### config.mk
export PLATFORM = sky130hd
export DESIGN_NAME = imm_gen_pipe
export DESIGN_NICKNAME = d
export VERILOG_FILES = /design/src/rtl/imm_gen_pipe_pkg.sv /design/src/rtl/imm_decode.sv /design/src/rtl/imm_gen_pipe.sv
export SDC_FILE = /design/constraint.sdc
export NUM_CORES = 1
export LEC_CHECK = 0
export ABC_AREA = 1
export ABC_CLOCK_PERIOD_IN_PS = 3600
export BUFFER_PORTS_ARGS = -buffer_cell sky130_fd_sc_hd__buf_2
export CAP_MARGIN = 20
export CORE_UTILIZATION = 59
export DETAILED_ROUTE_END_ITERATION = 10
export PLACE_DENSITY = 0.88
export SLEW_MARGIN = 20
export SYNTH_ARGS = -nofsm -noshare
export SYNTH_HDL_FRONTEND = slang
export SYNTH_SLANG_ARGS = --single-unit
### constraint.sdc
create_clock -name clk -period 3.6 [get_ports clk]
set_input_delay 0 -clock clk [delete_from_list [all_inputs] [get_ports clk]]
set_output_delay 0 -clock clk [all_outputs]
set_load 0.02 [all_outputs]
### src/rtl/imm_gen_pipe_pkg.sv
// ---------------------------------------------------------------------------
// imm_gen_pipe_pkg
// Shared definitions for the decode-stage immediate generator:
//   - fmt_t      : 3-bit format code reported on out_fmt
//   - OP_*       : RISC-V base opcode constants (instr[6:0])
//   - is_shift() : recognises the shift-immediate funct3 encodings
// ---------------------------------------------------------------------------
package imm_gen_pipe_pkg;

   typedef enum logic [2:0] {
      FMT_R    = 3'd0,
      FMT_I    = 3'd1,
      FMT_S    = 3'd2,
      FMT_B    = 3'd3,
      FMT_U    = 3'd4,
      FMT_J    = 3'd5,
      FMT_NONE = 3'd7
   } fmt_t;

   localparam logic [6:0] OP_IMM    = 7'b0010011;
   localparam logic [6:0] OP_LOAD   = 7'b0000011;
   localparam logic [6:0] OP_STORE  = 7'b0100011;
   localparam logic [6:0] OP_BRANCH = 7'b1100011;
   localparam logic [6:0] OP_LUI    = 7'b0110111;
   localparam logic [6:0] OP_AUIPC  = 7'b0010111;
   localparam logic [6:0] OP_JAL    = 7'b1101111;
   localparam logic [6:0] OP_JALR   = 7'b1100111;
   localparam logic [6:0] OP_IMM32  = 7'b0011011;
   localparam logic [6:0] OP_REG    = 7'b0110011;
   localparam logic [6:0] OP_REG32  = 7'b0111011;
   localparam logic [6:0] OP_FENCE  = 7'b0001111;
   localparam logic [6:0] OP_SYSTEM = 7'b1110011;

   // SLLI/SRLI/SRAI (and their W forms) use funct3 001 and 101; their
   // immediate field carries a shift amount rather than a signed constant.
   function automatic logic is_shift(input logic [2:0] funct3);
      return (funct3 == 3'b001) || (funct3 == 3'b101);
   endfunction

endpackage

### src/rtl/imm_decode.sv
// ---------------------------------------------------------------------------
// imm_decode
// Purely combinational immediate decoder for one 32-bit RISC-V instruction.
// Parameters:
//   XLEN    : datapath width, 32 or 64
// Ports:
//   instr   in  32    raw instruction word
//   imm     out XLEN  sign-extended (or zero-extended shamt) immediate
//   fmt     out 3     format code (fmt_t)
//   illegal out 1     unrecognised opcode or compressed encoding
// ---------------------------------------------------------------------------
module imm_decode
   import imm_gen_pipe_pkg::*;
#(
   parameter int XLEN = 32
) (
   input  logic [31:0]     instr,
   output logic [XLEN-1:0] imm,
   output fmt_t            fmt,
   output logic            illegal
);

   localparam bit IS64 = (XLEN == 64);

   logic [6:0]  opcode;
   logic [2:0]  funct3;
   logic [5:0]  shamt;
   logic [31:0] imm_i;
   logic [31:0] imm_s;
   logic [31:0] imm_b;
   logic [31:0] imm_u;
   logic [31:0] imm_j;

   // Every format is first assembled as a 32-bit sign-extended value; the
   // widening to XLEN below is then a single signed cast, so RV64 upper
   // bits always replicate instr[31].
   assign opcode = instr[6:0];
   assign funct3 = instr[14:12];
   assign shamt  = IS64 ? instr[25:20] : {1'b0, instr[24:20]};
   assign imm_i  = {{20{instr[31]}}, instr[31:20]};
   assign imm_s  = {{20{instr[31]}}, instr[31:25], instr[11:7]};
   assign imm_b  = {{20{instr[31]}}, instr[7], instr[30:25], instr[11:8], 1'b0};
   assign imm_u  = {instr[31:12], 12'b0};
   assign imm_j  = {{12{instr[31]}}, instr[19:12], instr[20], instr[30:21], 1'b0};

   function automatic logic [XLEN-1:0] sext32(input logic [31:0] v);
      return XLEN'($signed(v));
   endfunction

   // Opcode dispatch. Defaults describe an illegal instruction so that any
   // unlisted opcode, an RV64-only opcode on RV32, or a compressed encoding
   // (instr[1:0] != 2'b11) falls out as imm=0, fmt=NONE, illegal=1.
   always_comb begin
      imm     = '0;
      fmt     = FMT_NONE;
      illegal = 1'b1;
      if (instr[1:0] == 2'b11) begin
         case (opcode)
            OP_IMM: begin
               fmt     = FMT_I;
               illegal = 1'b0;
               imm     = is_shift(funct3) ? XLEN'(shamt) : sext32(imm_i);
            end
            OP_IMM32: begin
               if (IS64) begin
                  fmt     = FMT_I;
                  illegal = 1'b0;
                  imm     = is_shift(funct3) ? XLEN'(shamt) : sext32(imm_i);
               end
            end
            OP_LOAD, OP_JALR, OP_FENCE, OP_SYSTEM: begin
               fmt     = FMT_I;
               illegal = 1'b0;
               imm     = sext32(imm_i);
            end
            OP_STORE: begin
               fmt     = FMT_S;
               illegal = 1'b0;
               imm     = sext32(imm_s);
            end
            OP_BRANCH: begin
               fmt     = FMT_B;
               illegal = 1'b0;
               imm     = sext32(imm_b);
            end
            OP_LUI, OP_AUIPC: begin
               fmt     = FMT_U;
               illegal = 1'b0;
               imm     = sext32(imm_u);
            end
            OP_JAL: begin
               fmt     = FMT_J;
               illegal = 1'b0;
               imm     = sext32(imm_j);
            end
            OP_REG: begin
               fmt     = FMT_R;
               illegal = 1'b0;
            end
            OP_REG32: begin
               if (IS64) begin
                  fmt     = FMT_R;
                  illegal = 1'b0;
               end
            end
            default: ;
         endcase
      end
   end

endmodule

### src/rtl/imm_gen_pipe.sv
// ---------------------------------------------------------------------------
// imm_gen_pipe
// Pipelined immediate generator for the decode stage. One output register
// plus one skid entry behind a valid/ready handshake; 1-cycle latency and
// full throughput under backpressure.
// Parameters:
//   XLEN  : datapath width, 32 or 64
//   PC_W  : width of the carried PC (default XLEN)
// Optional build macro:
//   IMM_TARGET_EN : when defined, out_target = out_pc + out_imm for B, J and
//                   AUIPC results (0 otherwise); when undefined no adder is
//                   built and out_target is tied 0.
// Ports:
//   clk, rst_n    clock, asynchronous active-low reset
//   flush         synchronous kill of both entries (and the offered input)
//   in_valid/in_ready/in_instr/in_pc          upstream handshake + payload
//   out_valid/out_ready                       downstream handshake
//   out_imm/out_fmt/out_pc/out_illegal/out_target  result payload
// ---------------------------------------------------------------------------
module imm_gen_pipe
   import imm_gen_pipe_pkg::*;
#(
   parameter int XLEN = 32,
   parameter int PC_W = XLEN
) (
   input  logic            clk,
   input  logic            rst_n,
   input  logic            flush,
   input  logic            in_valid,
   output logic            in_ready,
   input  logic [31:0]     in_instr,
   input  logic [PC_W-1:0] in_pc,
   output logic            out_valid,
   input  logic            out_ready,
   output logic [XLEN-1:0] out_imm,
   output logic [2:0]      out_fmt,
   output logic [PC_W-1:0] out_pc,
   output logic            out_illegal,
   output logic [PC_W-1:0] out_target
);

   logic [XLEN-1:0] dec_imm;
   fmt_t            dec_fmt;
   logic            dec_illegal;
   logic [PC_W-1:0] dec_target;

   logic            skid_valid;
   logic [XLEN-1:0] skid_imm;
   logic [2:0]      skid_fmt;
   logic [PC_W-1:0] skid_pc;
   logic            skid_illegal;
   logic [PC_W-1:0] skid_target;

   logic accept;
   logic out_free;
   logic out_load;
   logic skid_load;

   imm_decode #(
      .XLEN(XLEN)
   ) u_decode (
      .instr  (in_instr),
      .imm    (dec_imm),
      .fmt    (dec_fmt),
      .illegal(dec_illegal)
   );

`ifdef IMM_TARGET_EN
   // Branch/jump/AUIPC target, formed before the output register so the
   // result appears with the same latency as the immediate itself.
   always_comb begin
      dec_target = '0;
      if (!dec_illegal &&
          (dec_fmt == FMT_B || dec_fmt == FMT_J || in_instr[6:0] == OP_AUIPC)) begin
         dec_target = in_pc + PC_W'($signed(dec_imm));
      end
   end
`else
   assign dec_target = '0;
`endif

   // in_ready depends only on registered state, so out_ready never reaches
   // in_ready combinationally. A flush cycle discards the offered input.
   assign in_ready  = !skid_valid;
   assign accept    = in_valid && in_ready && !flush;
   assign out_free  = !out_valid || out_ready;
   assign out_load  = !flush && out_free && (skid_valid || accept);
   assign skid_load = accept && !out_free;

   // Occupancy of the two entries. The skid entry only fills when the output
   // is stalled; when the output frees, the skid entry (older) moves ahead of
   // any new input, which cannot be accepted in that cycle anyway.
   always_ff @(posedge clk or negedge rst_n) begin
      if (!rst_n) begin
         out_valid  <= 1'b0;
         skid_valid <= 1'b0;
      end else if (flush) begin
         out_valid  <= 1'b0;
         skid_valid <= 1'b0;
      end else if (out_free) begin
         out_valid  <= skid_valid || accept;
         skid_valid <= 1'b0;
      end else if (accept) begin
         skid_valid <= 1'b1;
      end
   end

   // Output payload: loaded from the skid entry when it holds data, else from
   // the decoder; otherwise held so fields stay stable during a stall.
   always_ff @(posedge clk or negedge rst_n) begin
      if (!rst_n) begin
         out_imm     <= '0;
         out_fmt     <= '0;
         out_pc      <= '0;
         out_illegal <= 1'b0;
         out_target  <= '0;
      end else if (out_load) begin
         if (skid_valid) begin
            out_imm     <= skid_imm;
            out_fmt     <= skid_fmt;
            out_pc      <= skid_pc;
            out_illegal <= skid_illegal;
            out_target  <= skid_target;
         end else begin
            out_imm     <= dec_imm;
            out_fmt     <= dec_fmt;
            out_pc      <= in_pc;
            out_illegal <= dec_illegal;
            out_target  <= dec_target;
         end
      end
   end

   // Skid payload: captures the decoded input accepted while the output
   // register is stalled.
   always_ff @(posedge clk or negedge rst_n) begin
      if (!rst_n) begin
         skid_imm     <= '0;
         skid_fmt     <= '0;
         skid_pc      <= '0;
         skid_illegal <= 1'b0;
         skid_target  <= '0;
      end else if (skid_load) begin
         skid_imm     <= dec_imm;
         skid_fmt     <= dec_fmt;
         skid_pc      <= in_pc;
         skid_illegal <= dec_illegal;
         skid_target  <= dec_target;
      end
   end

endmodule

After elaboration in Yosys (flattened, before gate mapping)
Index checks and enable logic that the tools add are counted.

Register bits: 138. Word-level logic and storage cells: 58.

Equal/unequal tests: 14. Mux-type cells: 16. Reductions and logical operators: 18.

Operators by type and width (count): case mux 32 bit (6 select lines) (1); 2-to-1 mux 32 bit (4); equality test 7 bit, second input constant (4); equality test 7 x 6 -> 1 bit, second input constant (3); case mux 3 bit (6 select lines) (1); equality test 7 x 5 -> 1 bit, second input constant (2); OR reduction 11 bit (1); 2-to-1 mux 1 bit (8); equality test 7 x 2 -> 1 bit, second input constant (1); equality test 7 x 4 -> 1 bit, second input constant (1); 2-to-1 mux 3 bit (2); logical AND 1 bit (5); OR reduction 5 bit (1); logical NOT 1 bit (4); OR reduction 4 bit (1); equality test 3 x 1 -> 1 bit, second input constant (1); equality test 3 bit, second input constant (1); logical OR 1 bit (3); nonzero test 3 bit (1); equality test 2 bit, second input constant (1); nonzero test 2 bit (1); OR reduction 2 bit (1).

Depth between registers and ports, before layout
Gate-level depths: netlist of run 1.

Depth after elaboration: 6. Depth in mapped cells: 12. Mapped depth without buffers: 11.

Hierarchy
Synthesis of run 1 repeated with hierarchy kept, for this count alone.

Cell total of the unflattened synthesis: 1070. Area total of the unflattened synthesis: 7578.5 um2.

By module, submodules not included: imm_gen_pipe (instances 1, cells an instance 856, area each 6566.3 um2); imm_decode (instances 1, cells an instance 214, area each 1012.2 um2).

Least setup slack after synthesis of run 1
OpenSTA, ideal clock, no wires.

Kind: reg2reg. Start point: reg skid_valid. End point: reg out_fmt[0]. Data arrival time: 1389 ps. Required time: 3483 ps. Setup slack: 2094 ps. Cell stages (with the launch flop): 8. Period minus slack after synthesis: 1506 ps. Path through: dfrtp_1 > buf_2 > inv_2 > buf_2 > buf_1 > nand4_1 > nand2_1 > nand2_1.

Longest elaborated chain between the ends: 5. Elaborated cells between the ends (all ways): 6. Those cells by class: mux (1); reduce/logical (5).

RTL lines: from (decl) (line imm_gen_pipe.sv:47) `logic skid_valid;`; from (signal assigned) (line imm_gen_pipe.sv:96) `skid_valid <= 1'b0;`; from (signal assigned) (line imm_gen_pipe.sv:99) `skid_valid <= 1'b0;`; from (signal assigned) (line imm_gen_pipe.sv:102) `skid_valid <= 1'b0;`; logical NOT 1 bit (line imm_gen_pipe.sv:84) `assign in_ready = !skid_valid;`; net in_ready (line imm_gen_pipe.sv:30) `output logic in_ready,`; logical AND 1 bit (2 in series) (line imm_gen_pipe.sv:85) `assign accept = in_valid && in_ready && !flush;`; logical OR 1 bit (line imm_gen_pipe.sv:87) `assign out_load = !flush && out_free && (skid_valid || accept);`; logical AND 1 bit (line imm_gen_pipe.sv:87); to (signal assigned) (line imm_gen_pipe.sv:120) `out_fmt <= skid_fmt;`; to (signal assigned) (line imm_gen_pipe.sv:126) `out_fmt <= dec_fmt;`; to (decl) (line imm_gen_pipe.sv:36) `output logic [2:0] out_fmt,`.

The timed path passes the listed nets, and every way through them passes these cells. A chain may end at the register's enable or synchronous reset.

Final worst setup path of run 1
Start point: reg skid_valid. End point: reg skid_pc[2].

Longest elaborated chain between the ends: 4.

RTL lines: logical NOT 1 bit (line imm_gen_pipe.sv:84); logical AND 1 bit (2 in series) (line imm_gen_pipe.sv:85); logical AND 1 bit (line imm_gen_pipe.sv:88) `assign skid_load = accept && !out_free;`; to (signal assigned) (line imm_gen_pipe.sv:146) `skid_pc <= in_pc;`; to (decl) (line imm_gen_pipe.sv:50) `logic [PC_W-1:0] skid_pc;`.

No other way between the ends.

==> flow_summary.toml, run 1 <==
[setup_path]
endpoint_kind = "register"
slowest_delay_ns = 0.69
worstPathMaxFanout = 93
crit_type = "register to register"
worstPathArrival_ns = 2.78
critPathLaunchType = "register"
slowest_stage = "buf_4"
cp.required_ns = 3.93
crit_chain = "clkinv_2 > nand3_4 > buf_4 > nand2_1 > o21ai_0"

[synth]
synth_compound_area_share_pct = 9.31
synth.distinct_cells = 27
ys_seq_elements = 138
netlist_area_um2 = 7340
seq_area_frac_synth_pct = 47.0
synth_top_family_by_area = "simple AND/OR/NAND/NOR gates"
synth_cells = 1023
synth-edff-count = 0
ys_warn_count = 0
synth_fa_ha_area_share_pct = 0
yosysTopAreaCell = "dfrtp_1"
synth_mux_area_share_pct = 0
postSynthAreaPerCell_um2 = 7.18
synth_top_cell_area_share_pct = 47.0
yosys.area_share.simple_pct = 32.2
synthTopCellsByArea = "dfrtp_1 47%, nand2_1 17%, o21ai_0 7.6%"
async_flop_share_pct = 100
synth-xor-area-share_pct = 0
ys.flop_type = "dfrtp_1"

[power_and_ir_drop]
p_clk_share_pct = 40.6
p_per_area_nw_per_um2 = 500
ir_drop_mv = 0.291
p_leak_nw = 5.44
p_sw_mw = 1.30
pwr-share-comb_pct = 17.1
pwr-share-seq_pct = 42.3
sw_frac_of_total_pct = 28.8
p_int_mw = 3.21

[timing]
hold_viol_final = 0
finalCritPeriodShare_pct = 68.0
fin_crit_ns = 2.45
worst_pin_slew_ns = 1.06
rsz0062_at_grt = "no"
slew_violations = 0
setup_tns_ns = 0
setup_violations = 0
relSlewSlack_pct = 29.1
clock_skew_ns = 0.00752
clock.fmax_mhz = 409

[floorplan]
row_count = 40
ios = 171
core_um2 = 12100
chipHeight_um = 114
die_w_um = 114
initial_core_util_pct = 60.9
dieArea_um2 = 12900

[cts]
clkLatencyLatePin_ns = 0.42
cts_tree = "yes"
cts.sink_count = 138
tritoncts.num_buffers = 17
post_cts_buffers = 0
clockRootBuffer = "clkbuf_16"
cts_resized = 0
path_clk_slew_ns = 0.06
postCtsHoldBufs = 42
htreeDepth = 4
cts_buffer_depth = 2

[cells_and_area]
multiInputGateArea_um2 = 3180
regArea_um2 = 3450
fin_area_um2 = 9010
fillers = 848
postLayoutCoreUtil_pct = 74.7
diodes = 0
layout_commonest_cell = "nand2_1"
drive_above_1_share_pct = 16.7
final_cell_mix = "341 x nand2_1, 138 x dfrtp_1, 137 x buf_2"
final_nets = 1239
area_growth_pct = 22.7

[run]
maxCapViolations = 0

[global_route]
antenna_found_initial = 0
grt_max_degree = 106
track_usage_pct = 30.7
grt-ovfl-total = 0
first_global_vias = 6738
grt_pass1_wl_mm = 31.3

[status]
status = "completed"

[placement]
dp_hpwl_mm = 11.3
gp_congestion = 0.890
dpl_cell_area_um2 = 7960
port_buffers = 138

[drt]
drt_iter0_markers = 706
antenna_left = 0
dr.pass1.iters = 7
routed_wl_mm = 19.0
vias_per_cell = 5.26
drc = 0
vias = 7113
routedWlPerCell_um = 14.1

[hold_path]
hold_class = "input pin to register"
[per-layer routing]
| metal | up-vias | track usage (%) | share of wire (%) |
|---|---|---|---|
| li1 | 3474 | - | - |
| met1 | 3224 | 37.3 | 40 |
| met2 | 335 | 52.0 | 48 |
| met3 | 80 | 6.70 | 7.2 |
| met4 | 0 | 15.4 | 4.1 |
| met5 | - | 0 | 0 |
[critical path: cells and delay by family (launching register included)]
kind,cells,cell delay (ns)
simple gates,2,0.45
buf+inv,2,1.23
compound gates,1,0.13
flops,1,0.52
[registers in the layout (all words and copies together) (netlist names), 3 cells and up]
| register | count |
|---|---|
| out_pc | 32 |
| skid_imm | 32 |
| out_imm | 32 |
| out_fmt | 3 |
| skid_fmt | 3 |
| skid_pc | 32 |
[synth_stat cells (2+ instances only)]
cell type / number
a21oi_1: 8
nand2_2: 2
nand2_1: 342
o21ai_0: 112
buf_4: 35
nor2_2: 3
a31oi_1: 2
inv_2: 5
nand3_1: 62
buf_1: 12
nand4_1: 40
inv_1: 84
clkbuf_1: 30
o21ai_1: 11
dfrtp_1: 138
buf_2: 17
nor2_1: 110
[final cells by class]
class,instances,share of cell area [%]
Sequential cell,138,38.3
Inverter,89,3.72
Tap cell,168,2.33
Timing Repair Buffer,191,13.3
Clock inverter,10,1.54
Clock buffer,22,5.38
Multi-Input combinational cell,733,35.4
[final timing paths]
kind / from / to / slack (ns) / cells after the start
setup / recovery: skid_valid / skid_pc[2] / 1.15 / 5
hold / removal: in_instr[20] / out_imm[0] / 0.01 / 5
setup reg to reg: skid_valid / skid_pc[2] / 1.15 / 5
hold reg to reg: out_imm[31] / out_imm[31] / 0.47 / 2
max in group asynchronous: rst_n / skid_illegal / 2.50 / 3
min in group asynchronous: rst_n / out_pc[10] / 0.20 / 2
[stage by stage]
stage | cells | hold WS (ns) | setup slack [ns] | power (mW)
after detailed placement | 1277 | 0.0867 | 1.25 | 2.64
final | 1351 | 0.0118 | 1.15 | 4.51
after CTS | 1351 | 0.00359 | 1.18 | 4.51
after global routing | 1351 | 0.0427 | 0.921 | 4.69
after floorplan | 1054 | -0.296 | 2.09 | 2.38
after global placement | 1277 | 0.0855 | 1.35 | 2.60
[cell families (layout without fill, tap and decap cells)]
family,count (synthesis),count (layout)
and+or+nand+nor,566,566
DFF,138,138
other,1,32
AOI/OAI and AO/OA,135,135
buffers and inverters,183,312
[power groups by stage]
stage | sequential [mW] | clock, mW | combinational [mW]
after floorplan | 2.03 | 0 | 0.353
after global placement | 1.91 | 0 | 0.687
after detailed placement | 1.92 | 0 | 0.713
after CTS | 1.90 | 1.84 | 0.764
after global routing | 1.93 | 1.91 | 0.856
final | 1.91 | 1.83 | 0.772
Power figures use the tool's default switching activity.
==> run 2, diff against run 1 <==
--- a/config.mk
+++ b/config.mk
@@ -5,13 +5,13 @@
 export SDC_FILE = /design/constraint.sdc
 export NUM_CORES = 1
 export LEC_CHECK = 0
-export ABC_AREA = 1
-export ABC_CLOCK_PERIOD_IN_PS = 3600
+export ABC_AREA = 0
+export ABC_CLOCK_PERIOD_IN_PS = 2100
 export BUFFER_PORTS_ARGS = -buffer_cell sky130_fd_sc_hd__buf_2
 export CAP_MARGIN = 20
-export CORE_UTILIZATION = 59
+export CORE_UTILIZATION = 48
 export DETAILED_ROUTE_END_ITERATION = 10
-export PLACE_DENSITY = 0.88
+export PLACE_DENSITY = 0.79
 export SLEW_MARGIN = 20
 export SYNTH_ARGS = -nofsm -noshare
 export SYNTH_HDL_FRONTEND = slang
==> constraint.sdc (replaced) <==
create_clock -name clk -period 2.1 [get_ports clk]
set_input_delay 0 -clock clk [delete_from_list [all_inputs] [get_ports clk]]
set_output_delay 0 -clock clk [all_outputs]
set_load 0.02 [all_outputs]
==> run 2 against run 1 <==
Net effect: critical path depth grew 2; first-iteration DRC count shrank 24%; die area grew 7.8%; sequential cell count is the same; non-clock buffer count grew 31; clock skew grew 0.0034 ns; critical path type unchanged; critical endpoint is now skid_imm[2]; largest cell class unchanged; highest routed layer unchanged.
==> flow_summary.toml, run 2 <==
[status]
status = "completed"

[run]
maxCapViolations = 0

[setup_path]
crit_type = "register to register"
worstPathMaxFanout = 43
worstPathArrival_ns = 2.28
endpoint_kind = "register"
critPathLaunchType = "register"
cp.required_ns = 2.45

[synth]
synth_top_cell_area_share_pct = 53.6
ys_warn_count = 0
yosysMostFrequentCell = "nand2_1"
seq_area_frac_synth_pct = 53.6
synth-edff-count = 0
async_flop_share_pct = 100
synth_top_cells_by_count = "178 x nand2_1, 138 x dfrtp_1, 90 x o21ai_0, 44 x a31oi_1, 35 x clkbuf_1"
yosysTopAreaCell = "dfrtp_1"
ys_seq_elements = 138
synthTopCellsByArea = "dfrtp_1 54%, nand2_1 10%, o21ai_0 7.0%"
ys.flop_type = "dfrtp_1"
synth_cells = 698
postSynthAreaPerCell_um2 = 9.23
netlist_area_um2 = 6440
synth.distinct_cells = 41

[cts]
path_clk_slew_ns = 0.05
post_cts_buffers = 0
cts_buffer_depth = 2
clockRootBuffer = "clkbuf_16"
htreeDepth = 4
tritoncts.num_buffers = 17
cts.sink_count = 138
clkLatencyLatePin_ns = 0.42
cts_tree = "yes"

[drt]
antenna_left = 0
vias = 5621
routedWlPerCell_um = 15.4
vias_per_cell = 5.23
drt_iter0_markers = 540
dr.pass1.iters = 5
drc = 0
routed_wl_mm = 16.6

[power_and_ir_drop]
p_leak_nw = 4.00
p_per_area_nw_per_um2 = 899
ir_drop_mv = 0.553

[timing]
rsz0062_at_grt = "no"
finalCritPeriodShare_pct = 92.1
setup_tns_ns = 0
relSlewSlack_pct = 54.7
worst_pin_slew_ns = 0.679
slew_violations = 0
fin_crit_ns = 1.93
hold_viol_final = 0
clock.fmax_mhz = 517
clock_skew_ns = 0.0109
setup_violations = 0

[global_route]
grt-ovfl-total = 0
first_global_vias = 5365
track_usage_pct = 24.9
antenna_found_initial = 0
grt_pass1_wl_mm = 27.2
grt_max_degree = 57

[cells_and_area]
final_cell_mix = "178 x nand2_1, 137 x buf_2, 137 x dfrtp_1"
final_nets = 959
diodes = 0
layout_commonest_cell = "nand2_1"
postLayoutCoreUtil_pct = 65.3
fillers = 1008
drive_above_1_share_pct = 22.4
area_growth_pct = 30.5

[placement]
gp_congestion = 0.858
dp_hpwl_mm = 10.3
port_buffers = 138

[floorplan]
die_w_um = 118
chipHeight_um = 118
core_um2 = 12900
ios = 171
row_count = 41
initial_core_util_pct = 50.1
dieArea_um2 = 13900

[hold_path]
hold_class = "input pin to register"
run 2: path summary, 6_finish.rpt:
path	slack, ns	endpoint	from	depth (start not counted)
worst max-delay path	0.17	skid_imm[2]	out_valid	7
worst min-delay path	0.05	skid_valid	in_valid	4
worst max register to register	0.17	skid_imm[2]	out_valid	7
worst min register to register	0.47	skid_imm[31]	skid_imm[31]	2
max in group asynchronous	1.29	out_imm[31]	rst_n	3
min in group asynchronous	0.11	out_imm[27]	rst_n	2
run 2: cell families after synthesis:
family | share of synthesized area [%]
multiplexers | 5.14
AO/OA/AOI/OAI | 14.4
flip-flops | 53.6
other | 0.0582
buffers and inverters | 7.28
AND/OR/NAND/NOR | 19.6
run 2: timing repair:
action,CTS,global route
resized for setup,0,0
hold buffers,62,0
hold endpoints to repair,199,0
endpoints found under the setup margin,0,0
run 2: per-layer routing:
layer	part of all wire, %	GRT usage, %	up-vias
met5	0	0	-
met4	1.8	8.49	0
met3	7.2	5.57	22
met2	47	38.8	245
met1	44	34.2	2641
li1	-	-	2713
run 2: final cells by class:
cell class	count	area, µm²	share of cell area, %
flip-flops and latches	138	3450	41.1
multi-input cells	506	2650	31.5
repair buffers	222	1520	18.1
clock buffers	23	478	5.68
well taps	172	215	2.56
clock inverters	8	70.1	0.833
inverters	5	18.8	0.223
run 2: critical path: stages (launching register included):
cell           delay (ns)
dfrtp_1              0.35
nor2b_1              0.16
buf_4                0.15
and3_2               0.23
buf_12               0.23
nor2_1               0.06
a31oi_1              0.12
dlygate4sd3_1        0.56
run 2: per-stage QoR:
stage | setup slack [ns] | instance area, µm² | hold slack [ns] | total power, mW | std cells
after global placement | 0.293 | 7240 | 0.00868 | 4.66 | 981
after detailed placement | 0.264 | 7240 | 0.00484 | 4.70 | 981
final | 0.166 | 8410 | 0.0545 | 7.56 | 1074
after global routing | 0.0570 | 8410 | 0.0682 | 7.92 | 1074
after floorplan | 0.286 | 6560 | -0.296 | 4.23 | 729
after CTS | 0.159 | 8410 | 0.0393 | 7.58 | 1074
run 2: where the power goes:
| part | switching (mW) | internal (mW) | total (mW) |
|---|---|---|---|
| clock network | 1.07 | 1.70 | 2.77 |
| logic | 0.855 | 0.544 | 1.40 |
| registers | 0.252 | 3.13 | 3.38 |
| total | 2.18 | 5.38 | 7.56 |
==> run 3, diff against run 2 <==
--- a/config.mk
+++ b/config.mk
@@ -7,7 +7,7 @@
 export LEC_CHECK = 0
 export ABC_AREA = 0
 export ABC_CLOCK_PERIOD_IN_PS = 2100
-export BUFFER_PORTS_ARGS = -buffer_cell sky130_fd_sc_hd__buf_2
+export BUFFER_PORTS_ARGS = -buffer_cell sky130_fd_sc_hd__buf_4
 export CAP_MARGIN = 20
 export CORE_UTILIZATION = 48
 export DETAILED_ROUTE_END_ITERATION = 10
==> run 3 against run 2 <==
Net effect: sequential power is essentially flat; clock skew shrank 0.0065 ns; worst setup slack gained 0.063 ns.
==> flow_summary.toml, run 3 (synthesis gave the netlist of run 2 again) <==
[status]
status = "completed"

[floorplan]
chipHeight_um = 118
initial_core_util_pct = 50.1
dieArea_um2 = 13900
ios = 171
die_w_um = 118
core_um2 = 12900
row_count = 41

[timing]
setup_violations = 0
worst_pin_slew_ns = 0.649
fin_crit_ns = 1.87
relSlewSlack_pct = 56.4
slew_violations = 0
clock.fmax_mhz = 535
clock_skew_ns = 0.00440
rsz0062_at_grt = "no"
hold_viol_final = 0
setup_tns_ns = 0
finalCritPeriodShare_pct = 89.1

[hold_path]
hold_class = "input pin to register"
holdCritStartpoint = "in_valid"
min_to = "skid_valid"
hold_depth = 4

[cts]
tritoncts.num_buffers = 17
cts_resized = 0
clkLatencyLatePin_ns = 0.41
cts.sink_count = 138
cts_tree = "yes"
clockRootBuffer = "clkbuf_16"
cts_buffer_depth = 2
htreeDepth = 4
path_clk_slew_ns = 0.05

[setup_path]
worstPathArrival_ns = 2.13
r2r_slack_ns = 0.23
worstPathMaxFanout = 10
rr_startpoint = "out_valid"
critPathLaunchType = "register"
r2r.worst_path.cells = 6
endpoint_kind = "register"
r2r-end = "out_imm[15]"
cp.required_ns = 2.35
crit_type = "register to register"

[power_and_ir_drop]
p_int_mw = 5.60
p_leak_nw = 4.10
p_total_mw = 7.73
p_per_area_nw_per_um2 = 885
pwr-share-seq_pct = 43.8
pwr-share-comb_pct = 19.9
p_sw_mw = 2.13
p_clk_share_pct = 36.3
ir_drop_mv = 0.542
sw_frac_of_total_pct = 27.6

[global_route]
track_usage_pct = 25.5
grt_pass1_wl_mm = 27.8
grt-ovfl-total = 0
antenna_found_initial = 0
first_global_vias = 5452
grt_max_degree = 61

[drt]
routed_wl_mm = 16.8
routedWlPerCell_um = 15.7
antenna_left = 0
vias = 5623
drt_iter0_markers = 485
drc = 0
vias_per_cell = 5.25
dr.pass1.iters = 6

[cells_and_area]
fin_area_um2 = 8740
postLayoutCoreUtil_pct = 67.9
diodes = 0
final_cell_mix = "178 x nand2_1, 158 x buf_4, 137 x dfrtp_1"
layout_commonest_cell = "nand2_1"
final_nets = 959
fillers = 1000
area_growth_pct = 35.6
drive_above_1_share_pct = 22.2
fin_cells = 1071

[placement]
place_inst = 982
gp_congestion = 0.875
port_buffers = 138
dpl_cell_area_um2 = 7580
dp_hpwl_mm = 10.6

[run]
maxCapViolations = 0
## run 3: changes by cell type in the layout (fill, tap and decap cells not counted), sizes merged
cell / previous run / this run
clkbuf: 23 / 26
buf: 160 / 161
clkinvlp: 2 / 0
dlygate4sd3: 62 / 61
clkinv: 5 / 1
## run 3: power by group through the flow
stage | Sequential (mW) | Combinational [mW] | Clock, mW
floorplan | 3.60 | 0.623 | 0
global placement | 3.41 | 1.40 | 0
detailed placement | 3.42 | 1.44 | 0
CTS | 3.38 | 1.54 | 2.85
global route | 3.45 | 1.70 | 2.98
finish | 3.39 | 1.54 | 2.80
## run 3: worst max-delay path, cell delays in order (launching register included)
cell and delay (ns):
dfrtp_1 0.40, nor2b_1 0.15, or3_2 0.47, buf_4 0.20
or3_1 0.31, o21ai_0 0.11, a31oi_1 0.09
## run 3: worst max path at each step
stage,startpoint,endpoint,slack [ns],cells past startpoint
floorplan,out_valid,out_imm[21],0.29,6
global placement,out_valid,out_imm[17],0.36,6
detailed placement,out_valid,out_imm[27],0.27,6
CTS,out_valid,out_imm[15],0.24,6
global route,out_valid,out_imm[15],0.16,6
finish,out_valid,out_imm[15],0.23,6
## run 3: stage by stage
stage | hold WS, ns | setup WS (ns)
2_1_floorplan | -0.296 | 0.286
3_3_place_gp | -0.00586 | 0.356
3_5_place_dp | -0.0103 | 0.265
4_1_cts | 0.0499 | 0.243
5_1_grt | 0.0725 | 0.159
6_report | 0.0608 | 0.229
## run 3: per-layer routing
layer | GRT usage, % | share of wire [%] | vias up
li1 | - | - | 2714
met1 | 34.0 | 44 | 2667
met2 | 41.0 | 48 | 215
met3 | 5.57 | 6.5 | 27
met4 | 9.05 | 2.1 | 0
met5 | 0 | 0 | -
## run 3: repair_timing
| action | in CTS | in global routing |
|---|---|---|
| buffers inserted | 0 | 0 |
| endpoints found under the hold margin | 221 | 0 |
| hold buffers | 61 | 0 |
## run 3: cell type report
cell class,count,area [µm²],area share (%)
inverter,5,18.8,0.215
multi-input combinational,506,2650,30.3
timing repair buffer,222,1850,21.1
clock buffer,26,519,5.94
clock inverter,2,35.0,0.401
sequential,138,3450,39.5
tap,172,215,2.46
